File: src/rtl/key_counter.sv
// Debounced, auto-repeating up/down/clear counter driven by three raw active-low buttons.
// A key held through reset is ignored until it has been seen released.
module key_counter #(
    parameter int DEBOUNCE     = 1_000_000,
    parameter int REPEAT_DELAY = 25_000_000,
    parameter int REPEAT_RATE  = 5_000_000,
    parameter int MAX_COUNT    = 999
) (
    input  logic       clk_50M,
    input  logic       rst_n,
    input  logic       key_up,
    input  logic       key_down,
    input  logic       key_clr,
    output logic [9:0] count,
    output logic       wrap
);

    localparam int DW       = $clog2(DEBOUNCE);
    localparam int HOLD_MAX = (REPEAT_DELAY > REPEAT_RATE) ? REPEAT_DELAY : REPEAT_RATE;
    localparam int HW       = $clog2(HOLD_MAX);
    localparam logic [9:0] MAX_VAL = 10'(MAX_COUNT);

    typedef enum logic [1:0] {
        IDLE   = 2'd0,
        DELAY  = 2'd1,
        REPEAT = 2'd2
    } state_t;

    // Key index: 0 = up, 1 = down, 2 = clear.
    logic [2:0]    keys_raw;
    logic [2:0]    sync1;
    logic [2:0]    sync2;
    logic [2:0]    stable;
    logic [2:0]    stable_q;
    logic [2:0]    armed;
    logic [2:0]    press;
    logic [DW-1:0] db_cnt [3];
    logic [1:0]    boot_sr;

    state_t        state;
    logic          dir_down;
    logic [HW-1:0] hold;

    logic          both_held;
    logic          active_released;
    logic          step_down;
    logic [9:0]    step_count;
    logic          step_wrap;
    logic [HW-1:0] hold_limit;

    assign keys_raw = {key_clr, key_down, key_up};

    // Synchronizers, per-key debounce, and the post-reset arming that keeps
    // a key held across reset from producing a press.
    always_ff @(posedge clk_50M or negedge rst_n) begin
        if (!rst_n) begin
            sync1    <= '1;
            sync2    <= '1;
            stable   <= '1;
            stable_q <= '1;
            armed    <= '0;
            boot_sr  <= '0;
            for (int i = 0; i < 3; i++) begin
                db_cnt[i] <= '0;
            end
        end else begin
            sync1    <= keys_raw;
            sync2    <= sync1;
            stable_q <= stable;
            boot_sr  <= {boot_sr[0], 1'b1};
            for (int i = 0; i < 3; i++) begin
                if (sync2[i] != stable[i]) begin
                    if (db_cnt[i] == DW'(DEBOUNCE - 1)) begin
                        stable[i] <= sync2[i];
                        db_cnt[i] <= '0;
                    end else begin
                        db_cnt[i] <= db_cnt[i] + 1'b1;
                    end
                end else begin
                    db_cnt[i] <= '0;
                end
                if (boot_sr[1] && stable[i] && sync2[i]) begin
                    armed[i] <= 1'b1;
                end
            end
        end
    end

    always_comb begin
        press           = stable_q & ~stable & armed;
        both_held       = ~stable[0] & ~stable[1];
        active_released = dir_down ? stable[1] : stable[0];
        hold_limit      = (state == DELAY) ? HW'(REPEAT_DELAY - 1) : HW'(REPEAT_RATE - 1);
        // In IDLE the direction comes from the press itself; otherwise from the latched key.
        step_down       = (state == IDLE) ? ~press[0] : dir_down;
        step_count      = '0;
        step_wrap       = 1'b0;
        if (step_down) begin
            if (count == 10'd0) begin
                step_count = MAX_VAL;
                step_wrap  = 1'b1;
            end else begin
                step_count = count - 10'd1;
            end
        end else begin
            if (count >= MAX_VAL) begin
                step_count = 10'd0;
                step_wrap  = 1'b1;
            end else begin
                step_count = count + 10'd1;
            end
        end
    end

    always_ff @(posedge clk_50M or negedge rst_n) begin
        if (!rst_n) begin
            state    <= IDLE;
            count    <= '0;
            wrap     <= 1'b0;
            hold     <= '0;
            dir_down <= 1'b0;
        end else begin
            wrap <= 1'b0;
            if (press[2]) begin
                count <= '0;
                state <= IDLE;
            end else begin
                case (state)
                    IDLE: begin
                        if (!both_held && (press[0] || press[1])) begin
                            count    <= step_count;
                            wrap     <= step_wrap;
                            dir_down <= ~press[0];
                            hold     <= '0;
                            state    <= DELAY;
                        end
                    end
                    DELAY, REPEAT: begin
                        if (active_released || both_held) begin
                            state <= IDLE;
                        end else if (hold == hold_limit) begin
                            count <= step_count;
                            wrap  <= step_wrap;
                            hold  <= '0;
                            state <= REPEAT;
                        end else begin
                            hold <= hold + 1'b1;
                        end
                    end
                    default: state <= IDLE;
                endcase
            end
        end
    end

endmodule

File: config.mk
export PLATFORM = sky130hd
export DESIGN_NAME = key_counter
export DESIGN_NICKNAME = d
export VERILOG_FILES = /design/src/rtl/key_counter.sv
export SDC_FILE = /design/constraint.sdc
export NUM_CORES = 1
export LEC_CHECK = 0
export ABC_AREA = 1
export CELL_PAD_IN_SITES_DETAIL_PLACEMENT = 0
export CELL_PAD_IN_SITES_GLOBAL_PLACEMENT = 1
export CORE_MARGIN = 8
export CORE_UTILIZATION = 42
export CTS_CLUSTER_SIZE = 8
export DETAILED_ROUTE_END_ITERATION = 8
export PLACE_DENSITY = 0.76
export RECOVER_POWER = 50
export SLEW_MARGIN = 15
export SYNTH_ARGS = -nofsm -noshare
export SYNTH_HDL_FRONTEND = slang
export SYNTH_SLANG_ARGS = --single-unit
File: constraint.sdc
create_clock -name clk_50M -period 1.5 [get_ports clk_50M]
set_input_delay 0.375 -clock clk_50M [delete_from_list [all_inputs] [get_ports clk_50M]]
set_output_delay 0.375 -clock clk_50M [all_outputs]
set_load 0.02 [all_outputs]
Word-level counts from Yosys, hierarchy flattened
Index checks and enable logic that the tools add are counted.

Output and inout port bits: 11. Logic and storage cells: 104. Flip-flop bits (word level): 116.

Muxes and demuxes: 34. Reductions and logical operators: 22. Eq/ne operators: 15. $lt $le $gt $ge: 1. Add/sub/neg operators: 6. Bitwise logic cells: 8.

Operators with widths (number): 2-to-1 mux 20 bit (6); 2-to-1 mux 25 bit (4); 2-to-1 mux 10 bit (7); adder 20 x 1 -> 20 bit, second input constant (3); equality test 20 bit, second input constant (3); case mux 25 bit (2 select lines) (1); adder 25 x 1 -> 25 bit, second input constant (1); equality test 25 bit (1); case mux 10 bit (2 select lines) (1); adder 10 x 1 -> 10 bit, second input constant (1); >= comparator 10 bit, second input constant (1); zero test 10 bit (1); subtractor 10 x 1 -> 10 bit, second input constant (1); 2-to-1 mux 1 bit (9); 2-to-1 mux 2 bit (4); AND reduction 2 bit (4); AND reduction 4 bit (2); logical AND 1 bit (7); AND 3 bit (2); inequality test 3 bit, second input constant (2); inequality test 4 bit, second input constant (1); inverter 1 bit (4); case mux 2 bit (2 select lines) (1); inequality test 1 bit (3); 15 further kinds (16).

Longest topological paths before layout
Word-level depth: 10. Gate-level depth with buffers: 12.

Worst setup path before layout
No wires, ideal clock.

Path type: register to register. Start: register state[0]. End: register count[6]. Setup slack: -0.150 ns. Required time: 1.383 ns. Cell stages (with the launch flop): 11. Clock period less this slack: 1.650 ns. Arrival time: 1.533 ns. Buffers on the path: 1. Path through: dfrtp_1 > inv_1 > ha_1 > buf_2 > inv_1 > nor2_1 > nand3_2 > nand2_2 > nand2_2 > nand2_1 > nand2_1.

Cells in the longest elaborated chain, start to end: 7. Elaborated cells on any way between the ends: 18.

Ends and longest elaborated chain: from (decl) (RTL line 40) `state_t state;`; from (signal assigned) (RTL line 117) `state <= IDLE;`; from (signal assigned) (RTL line 126) `state <= IDLE;`; from (signal assigned) (RTL line 135) `state <= DELAY;`; branches (longest 7 deep; another with 2-to-1 mux 25 bit); to (signal assigned) (RTL line 131) `count <= step_count;`; to (signal assigned) (RTL line 142) `count <= step_count;`; to (decl) (RTL line 14) `output logic [9:0] count,`.

Parallel ways; which one is timed is not known. The select of a mux whose other input is x is not followed. A chain may end at the register's enable or synchronous reset.

Final worst setup path
Start: register stable[1]. End: register hold[16].

Cells in the longest elaborated chain, start to end: 7. Elaborated cells on any way between the ends: 13.

Ends and longest elaborated chain: from (decl) (RTL line 33) `logic [2:0] stable;`; from (signal, indexed assignment) (RTL line 74) `stable[i] <= sync2[i];`; inverter 3 bit (RTL line 90) `press = stable_q & ~stable & armed;`; AND 3 bit (2 in a row) (RTL line 90); logical OR 1 bit (RTL line 130) `if (!both_held && (press[0] || press[1])) begin`; logical AND 1 bit (RTL line 130); inequality test 2 x 1 -> 1 bit (no line); AND reduction 4 bit (no line) *; to (signal assigned) (RTL line 147) `hold <= hold + 1'b1;`; to (decl) (RTL line 42) `logic [HW-1:0] hold;`.

Every way passes the cells marked *; elsewhere a longest branch is shown, timed or not.

==> impl_results.md <==
- Synth area leaders: sky130_fd_sc_hd__dfrtp_1 39%, sky130_fd_sc_hd__nand2_1 13%, sky130_fd_sc_hd__nor2_1 9.3%
- Worst setup EP type: register
- Starting Density: a little over two fifths
- Combinational share of power: under 10%
- WP data arrival: 2.00 ns
- Max-cap viol count: 0
- Top cell family by delay on the critical path: flip-flops
- Routed wire length on met3: 512 um
- Switching portion of total power: between 20% and 30%
- Clock sink count: between 100 and 150
- Total DRC errors in the routed layout: 0
- Crit path cell chain: buf_6 -> nand2_4 -> nand3_4 -> nand2_4 -> nand2_4 -> nor2_4 -> buf_6 -> buf_8 -> buf_6 -> a21o_1 -> nand2_1 -> nor2_1
- Clock-pin transition on the worst setup and hold timing paths: around 0.060 ns
- Switching power summed over all nets: 0.00163 W
- Max Clk Rate: between 500 and 600 MHz
- Initial detailed-routing violation count: just over 300
- Number of standard cells after synthesis: between 900 and 1000
- Synth area leader: sky130_fd_sc_hd__dfrtp_1
- Slowest Stage Delay on Critical Path: 0.56 ns
- Unrepaired setup endpoints after global routing: true
- Inserted Diodes: 0
- Mapped Avg Cell Area: about 7.3 sq um
- Area growth syn-to-layout: 55.0%
- Routed wire length per instance: between 10 and 15 um
- Post-DR vias/cell: 4.89
- Clock latency on the worst-skew pair: around 0.42 ns
- Initial antenna violation count: 0
- Fraction of power consumed by sequential logic: between 40% and 50%
- Pre-CTS setup slack: -0.201 ns
- Type of the worst min-delay path: reg2reg
- Worst path required time: 1.80 ns
- Maximum number of pins on one net before global-route repair: 50
- Count of standard-cell rows: 46
- Antenna Nets Post-Route: 0
- Worst clock skew on the final layout: around 0.0078 ns
- Flop2flop setup slack: -0.20 ns
- Wire length reported by the detailed router: about 19 mm
- Static leakage power: approximately 5 nW
- Core region area: 0.0157 sq mm
- Setup violations, final: 55
- Final worst-path setup slack: -0.196 ns
- Seq cells post-synth: around 120
- Number of H-tree levels: 4
- DIE HEIGHT: ~140 um
- Normalized max-slew margin: a little under half
- Launching element type of the critical path: register
- Slew Limit Fails: 0
- Top-area cell type share of the netlist area: 38.9%
- Pin slew with the least headroom to its limit: 0.796 ns
- Cell area after synthesis: 0.00670 sq mm
- TritonCTS Buffers: 17
- Input/output buffers: 15
- Highest routed layer: met4
- Global-route usage over all layers: 18.6%
- Total power: about 0.0079 W
- Global-route congestion overflow total: 0
- Shortest clock period the worst path allows after layout: 1.70 ns
- Met2 Wirelength: approximately 9.6 mm
- Result of the run: finished, violations left
- CTS Root Buffer Type: sky130_fd_sc_hd__clkbuf_16
- Count of final hold-check violations: 0
- I/O pin count: 16
- Peak VDD IR: approximately 0.9 mV
- Maximum fanout along the worst path: 7
- Synthesized netlist net count: 937
- Number of global-route vias before repair: 6631
- Routability cong.: 0.838
- Routed metal-1 wirelength: just over 8 mm
- Half-perimeter wire length of the detailed placement result: about 13 mm
- Overall via count from detail_route: ~6700
- Cell internal pwr: about 0.0063 W
- Number of iterations in the first detailed-routing pass: 4
- Pwr dens: approximately 760 mW/mm^2
- Net total in the final layout: 1162
- Worst Path Buf+Inv: 4
- Violations in the final reports: negative setup slack
- Unique masters post-synth: 41
- Share of post-route cells with drive strength above 1: about 41%
- Portion of the post-synthesis area used by sequential elements: 43.6%
- CTS tree: done
- Type of the worst setup path: reg2reg
- Share of total power in the clock network: between 50% and 60%
- Maximum clock path buffer count: 2
- Horizontal die dimension: between 100 and 150 um
- Tcrit/Tclk final: 113%
- Count of warnings emitted by yosys: 0
- Full die area: between 0.02 and 0.025 sq mm
- Critical-path cell with the highest stage delay: sky130_fd_sc_hd__dfstp_2
- First-pass GRT wire length: approximately 30 mm
## state kept, by name, summed over array words and instances (netlist names), 3 cells and up
signal / flops
db_cnt: 60
hold: 25
count: 10
armed: 3
stable: 3
stable_q: 3
sync1: 3
sync2: 3
## worst paths after layout
kind | cells after the start | from | to
worst min-delay path | 0 | boot_sr[0] | boot_sr[1]
worst max register to register | 12 | stable[1] | hold[16]
worst min register to register | 0 | boot_sr[0] | boot_sr[1]
worst max-delay path | 12 | stable[1] | hold[16]
max in group asynchronous | 3 | rst_n | sync1[0]
min in group asynchronous | 2 | rst_n | db_cnt[3]
## layer usage
layer | up-vias | GRT usage, %
li1 | 3406 | -
met1 | 3212 | 22.1
met2 | 80 | 33.0
met3 | 25 | 3.59
met4 | 0 | 6.05
met5 | - | 0
## Yosys cell counts, drive strengths merged
library cell    n
nor3b           3
clkbuf          1
o21bai          3
inv           115
nand2         238
or2             1
conb            1
mux2            1
and2            1
a31oi           4
dfstp          12
nor4            2
ha             10
nand3          92
buf            11
o211ai          1
xnor2          11
nand3b          2
and3            1
a211oi          1
a31o            3
nor3           37
o21ai          20
xor2           19
nand4          25
a21oi          26
a21o            2
dfrtp         104
o31ai           1
nor2          174
## layout by cell type, fill, tap and decap left out, drive strengths merged, types with 4 or more instances in the layout
cell type / instances
nor2: 174
xor2: 19
a21oi: 26
a31oi: 4
nand2: 239
clkbuf: 22
nand3: 92
nor3: 37
bufinv: 5
ha: 10
dfrtp: 104
nand4: 25
dlygate4sd3: 4
xnor2: 11
inv: 115
o21ai: 20
clkinv: 6
dfstp: 12
buf: 209
## power groups by stage
stage | logic [W] | clock network (W) | registers (W)
floorplan | 0.0000612 | 0 | 0.00324
global placement | 0.000206 | 0 | 0.00324
detailed placement | 0.000209 | 0 | 0.00324
CTS | 0.000231 | 0.00459 | 0.00319
global route | 0.000277 | 0.00473 | 0.00320
finish | 0.000245 | 0.00449 | 0.00320
## cell families after synthesis
family                     Yosys count  synth area share [%]
AOI/OAI and AO/OA                   61                  5.16
buffers and inverters              127                  7.51
xor gates and xnor gates            30                  3.92
muxes                                1                 0.168
adders and majority gates           10                  1.87
and+or+nand+nor                    576                  37.8
other                                1                0.0560
DFF                                116                  43.6
## metrics by stage
step,TNS [ns],std cells,utilization [%],instance area [sq um],hold WS [ns]
global placement,-6.42,1301,53.0,8330,0.237
finish,-5.29,1376,66.1,10400,0.347
CTS,-5.18,1358,61.6,9670,0.335
detailed placement,-7.33,1301,53.0,8330,0.239
floorplan,-0.828,922,-,6760,0.0794
global route,-12.57,1376,66.1,10400,0.350
## area by class of cell
| cell class | instances | area (sq um) |
|---|---|---|
| Clock buffer | 20 | 457 |
| Clock inverter | 12 | 203 |
| Fill cell | 1303 | 5330 |
| Inverter | 115 | 447 |
| Multi-Input combinational cell | 680 | 4210 |
| Sequential cell | 116 | 2930 |
| Tap cell | 216 | 270 |
| Timing Repair Buffer | 217 | 1870 |
## timing repair
| action | in CTS | in global routing |
|---|---|---|
| gates cloned | 2 | 1 |
| gates resized for setup | 181 | 161 |
| pin swaps | 40 | 74 |
| hold buffers | 1 | 0 |
| endpoints found under the setup margin | 91 | 97 |
| hold endpoints to repair | 9 | 0 |
| buffers inserted | 23 | 21 |
(Power assumes the default switching activity.)
==> RTL change 1, RTL diff (same settings) <==
`DEBOUNCE`: 1_000_000 -> 500_000.
--- a/src/rtl/key_counter.sv
+++ b/src/rtl/key_counter.sv
@@ -2,5 +2,5 @@
 // A key held through reset is ignored until it has been seen released.
 module key_counter #(
-    parameter int DEBOUNCE     = 1_000_000,
+    parameter int DEBOUNCE     = 500_000,
     parameter int REPEAT_DELAY = 25_000_000,
     parameter int REPEAT_RATE  = 5_000_000,
Behaviour: same outputs for any inputs over 10 cycles, from zero or initial values and one cycle with rst_n low; that may be too few to reach the edited logic, so the function may still have changed.
==> RTL change 1 against the unedited design <==
Sequential power is 3% lower; total power fell by 6.4%; sequential cell count shrank 3; the run still ends with setup timing left; largest cell class unchanged; design area is 0.94% higher; hold slack got worse by 0.00064 ns; fmax up 2.0%; setup slack improved by 0.033 ns; wire length up 6.6%; area after synthesis increased by 4.4%.
==> RTL change 1: results (changes against the unedited design) <==
Yosys
  • Post-Syn Instances: 956 (+3.7%)
  • Most frequent cells after synthesis: nand2_1, nor2_1, inv_1
  • Sequential share of the synthesized area: 40.64% (-2.9 points)

Cells and area
  • Signal inverters: 124 (+7.8%)
  • Signal buffers: 231 (+6.5%)
  • Register area: 0.002854 mm2 (-2.5%)
  • Nets@finish: 1204 (+3.6%)
  • Non-clock buffer share: 18.46% (+0.48 points)
  • Area of the multi-input gates: 0.004343 mm2 (+3.2%)

GRT
  • GRT Util Overall: 18.54% (-0.067 points)
  • First-pass GRT wire length: 32.37 mm (+6.3%)

Timing
  • Setup WS post-layout: -0.1632 ns (+0.03296 ns)
  • Clk_skew: 0.01129 ns (+0.003451 ns)
  • Final setup violation count: 49 (-11%)

Clock network
  • Post-CTS sizing: 134 (-26%)

Worst setup path
  • Worst r2r src: state[0]$_DFFE_PN0P_
  • Worst-path fanout max: 8 (+1)
  • R2R depth: 7 (-5)
  • Critical path arrival: 1.97 ns (-0.03 ns)
  • CP peak stage delay: 0.45 ns (-0.11 ns)

Power
  • Combinational cell power: 0.256 mW (+4%)
  • Switching power: 1.702 mW (+4.5%)

Placement
  • Routability cong.: 0.8440 (+0.73%)

Routing
  • DR vias/cell: 4.877 (-0.18%)

Run status
  • Failing checks: setup timing
  • Status: finished, violations left
RTL change 1: cell types whose count changed after synthesis, sizes merged, moves of 7 or more:
cell,unedited run,this run
a21oi,26,42
buf,11,18
inv,115,123
nand2,238,261
nand3,92,79
nor3,37,27
RTL change 1: how the worst min path moves through the flow:
stage	end	slack, ns	from
2_1_floorplan	armed[0]$_DFFE_PN0P_	0.08	rst_n
3_3_place_gp	boot_sr[0]$_DFF_PN0_	0.31	rst_n
3_5_place_dp	boot_sr[0]$_DFF_PN0_	0.32	rst_n
4_1_cts	sync1[1]$_DFF_PN1_	0.34	key_down
5_1_grt	sync2[2]$_DFF_PN1_	0.36	sync1[2]$_DFF_PN1_
6_report	boot_sr[1]$_DFF_PN0_	0.35	boot_sr[0]$_DFF_PN0_
RTL change 1: through the flow:
step,area [um2],TNS (ns)
3_3_place_gp,8616,-3.800
3_5_place_dp,8616,-6.479
2_1_floorplan,7064,-0.7698
4_1_cts,9753,-3.767
5_1_grt,10480,-10.16
6_report,10480,-4.971
RTL change 1: metal layers:
metal / vias to the layer above / wire length (um) / global-route usage, %
met1: 3280 / 8945 / 23.37
met3: 17 / 689 / 3.700
met4: 0 / 225 / 5.681
met2: 124 / 10010 / 31.36
li1: 3514 / - / -
met5: - / 0 / 0
RTL change 1: cells by family (layout without fill, tap and decap cells):
| logic type | after synthesis | after routing | synth area share [%] |
|---|---|---|---|
| multiplexers | 1 | 1 | 0.1610 |
| buffers and inverters | 142 | 387 | 8.533 |
| XOR/XNOR | 28 | 28 | 3.506 |
| other | 1 | 1 | 0.05362 |
| flip-flops | 113 | 113 | 40.64 |
| AO/OA/AOI/OAI | 80 | 80 | 6.423 |
| AND/OR/NAND/NOR | 581 | 582 | 38.89 |
| adder cells (fa/ha/maj) | 10 | 10 | 1.789 |
==> RTL change 2, RTL diff (config.mk and constraints unchanged) <==
Made on the original files. Make the reset (`rst_n`) synchronous in 2 clocked blocks.
--- a/src/rtl/key_counter.sv
+++ b/src/rtl/key_counter.sv
@@ -53,5 +53,5 @@
     // Synchronizers, per-key debounce, and the post-reset arming that keeps
     // a key held across reset from producing a press.
-    always_ff @(posedge clk_50M or negedge rst_n) begin
+    always_ff @(posedge clk_50M) begin
         if (!rst_n) begin
             sync1    <= '1;
@@ -113,5 +113,5 @@
     end
 
-    always_ff @(posedge clk_50M or negedge rst_n) begin
+    always_ff @(posedge clk_50M) begin
         if (!rst_n) begin
             state    <= IDLE;
Function: same outputs for any inputs over 10 cycles, from zero or initial values and one cycle with rst_n low; that may be too few to reach the edited logic, so the function may still have changed.
==> RTL change 2 against the unedited design <==
The flow still finishes with violations (setup timing); setup slack got worse by 0.078 ns; sequential share of layout area decreased by 0.84 points; wire length increased by 2.9%; area after synthesis increased by 1.3%; sequential cell count unchanged; global-route usage increased by 0.75 points; design area increased by 3.8%; critical endpoint is now count[0]$_SDFFE_PP0P_.
Power is not compared: it rests on default switching activity, and its combinational part moved more than twofold at a synthesized area within 25%.
==> RTL change 2: results (changes against the unedited design) <==
Run status
  • Status: finished, violations left
  • Failing checks: setup timing

Power
  • Worst VDD drop: a little over 0.8 mV
  • Leakage: 4.613 nW

Yosys
  • Post-Synth XOR/XNOR Area: 3.355% (-0.57 points)
  • Top post-synthesis cells by area: edfxtp_1, dfxtp_1, nand2_1
  • Most frequent cells after synthesis: nand2_1, nor2_1, inv_1
  • Adder-cell share of the synthesized area: 2.028% (+0.16 points)
  • Synth cell types: 43 (+4.9%)
  • Post-synth EDFFs: 60 (+60)
  • Synth Area in Compound Gates: 6.711% (+1.6 points)
  • Most used DFF post-synth: edfxtp_1
  • Mux cell area share after synthesis: 0% (-0.17 points)
  • FFs w/ async S/R, synth: 0% (-100 points)
  • Sequential share of the synthesized area: 43.07% (-0.50 points)

Cells and area
  • Ant. Diodes: 0 (unchanged)
  • Nets@finish: 1267 (+9.0%)
  • Biggest regs: db_cnt x60, hold x25, count x10
  • Ratio of cells with drive above 1 in the final layout: 39.00% (-2.2 points)

GRT
  • Initial antenna violation count: 0 (unchanged)
  • Vias in the first global route: 6926 (+4.4%)
  • Largest net degree at the start of global routing: 21 (-58%)
  • First-pass GRT wire length: 31.75 mm (+4.3%)
  • GRT Util Overall: 19.36% (+0.75 points)

Worst setup path
  • CP peak stage delay: 0.34 ns (-0.22 ns)
  • Critical path depth: 12 (unchanged)
  • Slowest CP cell: dfxtp_2
  • CP delay by family, top: simple AND/OR/NAND/NOR gates
  • Worst-path fanout max: 5 (-2)
  • Worst r2r src: hold[0]$_SDFFE_PN0P_
  • Critical path arrival: 2.08 ns (+0.08 ns)
  • Crit Reg-Reg Endpoint: count[0]$_SDFFE_PP0P_

Timing
  • Clk_skew: 0.009323 ns (+0.001488 ns)
  • Setup WS post-layout: -0.2743 ns (-0.07807 ns)
  • Final Hold Viols: 0 (unchanged)
  • Final setup violation count: 97 (+76%)

Routing
  • 1st-iter DRT viols: 226 (-26%)
  • DR pass1 iterations: 6 (+2)
  • Final wirelength: 19.18 mm (+2.9%)
  • Vias post-DR: 7021 (+4.4%)

Clock network
  • Cts bufs inserted: 17 (unchanged)
  • CTS H-tree lvls: 4 (unchanged)
  • Clk slew on worst S/H paths: 0.05 ns

Placement
  • Post-DP HPWL: 13.13 mm (+3.7%)
  • Pre-CTS WS: -0.4246 ns (-0.2236 ns)
  • Routability cong.: 0.8278 (-1.2%)
  • PortBufs: 15 (unchanged)

Worst hold path
  • Worst Hold Path Cells: 1 (+1)
-- RTL change 2: changes by cell type in the layout (fill, tap and decap cells not counted), moves of 12 or more --
| cell | change |
|---|---|
| dfxtp_2 | +18 |
| dfrtp_1 | -96 |
| buf_6 | -26 |
| edfxtp_1 | +60 |
| or2_2 | +13 |
| dfxtp_1 | +37 |
| a21oi_2 | +13 |
| nand3_2 | -12 |
| buf_4 | +58 |
| conb_1 | +59 |
| nand2_1 | -25 |
-- RTL change 2: cell type report --
class	instances	area, um2
inverter	114	456.7
clock buffer	27	503.0
fill	1377	5051
multi-input combinational	737	4312
timing repair buffer	264	2257
tap	216	270.3
sequential	116	2949
clock inverter	5	25.02
timing repair inverter	1	3.754
-- RTL change 2: cell families after synthesis --
group	count (synthesis)
and+or+nand+nor	558
buffers and inverters	129
DFF	116
AOI/OAI and AO/OA	81
xor gates and xnor gates	26
adders and majority gates	11
other	1
-- RTL change 2: how the worst min path moves through the flow --
stage	slack, ns	end	startpoint
final	0.41	sync2[1]$_SDFF_PN1_	sync1[1]$_SDFF_PN1_
after global routing	0.42	sync2[0]$_SDFF_PN1_	sync1[0]$_SDFF_PN1_
after CTS	0.41	sync2[1]$_SDFF_PN1_	sync1[1]$_SDFF_PN1_
after detailed placement	0.40	sync2[1]$_SDFF_PN1_	sync1[1]$_SDFF_PN1_
after global placement	0.40	sync2[0]$_SDFF_PN1_	sync1[0]$_SDFF_PN1_
after floorplan	0.39	boot_sr[1]$_SDFF_PN0_	boot_sr[0]$_DFF_P_
-- RTL change 2: routing by layer --
layer	part of all wire, %	track usage, %	up-vias
met5	0	0	-
met4	1.8	7.159	0
met3	2.5	3.306	27
met2	52	34.34	78
met1	43	22.84	3269
li1	-	-	3647
-- RTL change 2: timing repair --
| item | CTS | global route |
|---|---|---|
| setup endpoints to repair | 109 | 102 |
| gates resized for setup | 139 | 110 |
| buffers inserted | 22 | 21 |
| pin swaps | 49 | 60 |
| gates cloned | 7 | 0 |
| hold buffers | 0 | 0 |
-- RTL change 2: stage by stage --
step / area (um2) / hold slack [ns] / std cells / TNS [ns]
after floorplan: 7214 / 0.3905 / 981 / -5.804
after global placement: 9203 / 0.3956 / 1415 / -25.07
after detailed placement: 9203 / 0.4012 / 1415 / -27.11
after CTS: 10370 / 0.4128 / 1470 / -18.04
after global routing: 10780 / 0.4212 / 1480 / -28.81
final: 10780 / 0.4088 / 1480 / -18.81
-- RTL change 2: power groups by stage --
stage	registers, mW	logic (mW)	clock network [mW]
floorplan	3.65	0.710	0
global placement	3.62	1.30	0
detailed placement	3.62	1.31	0
CTS	3.56	1.47	3.78
global route	3.59	1.71	3.89
finish	3.57	1.54	3.69
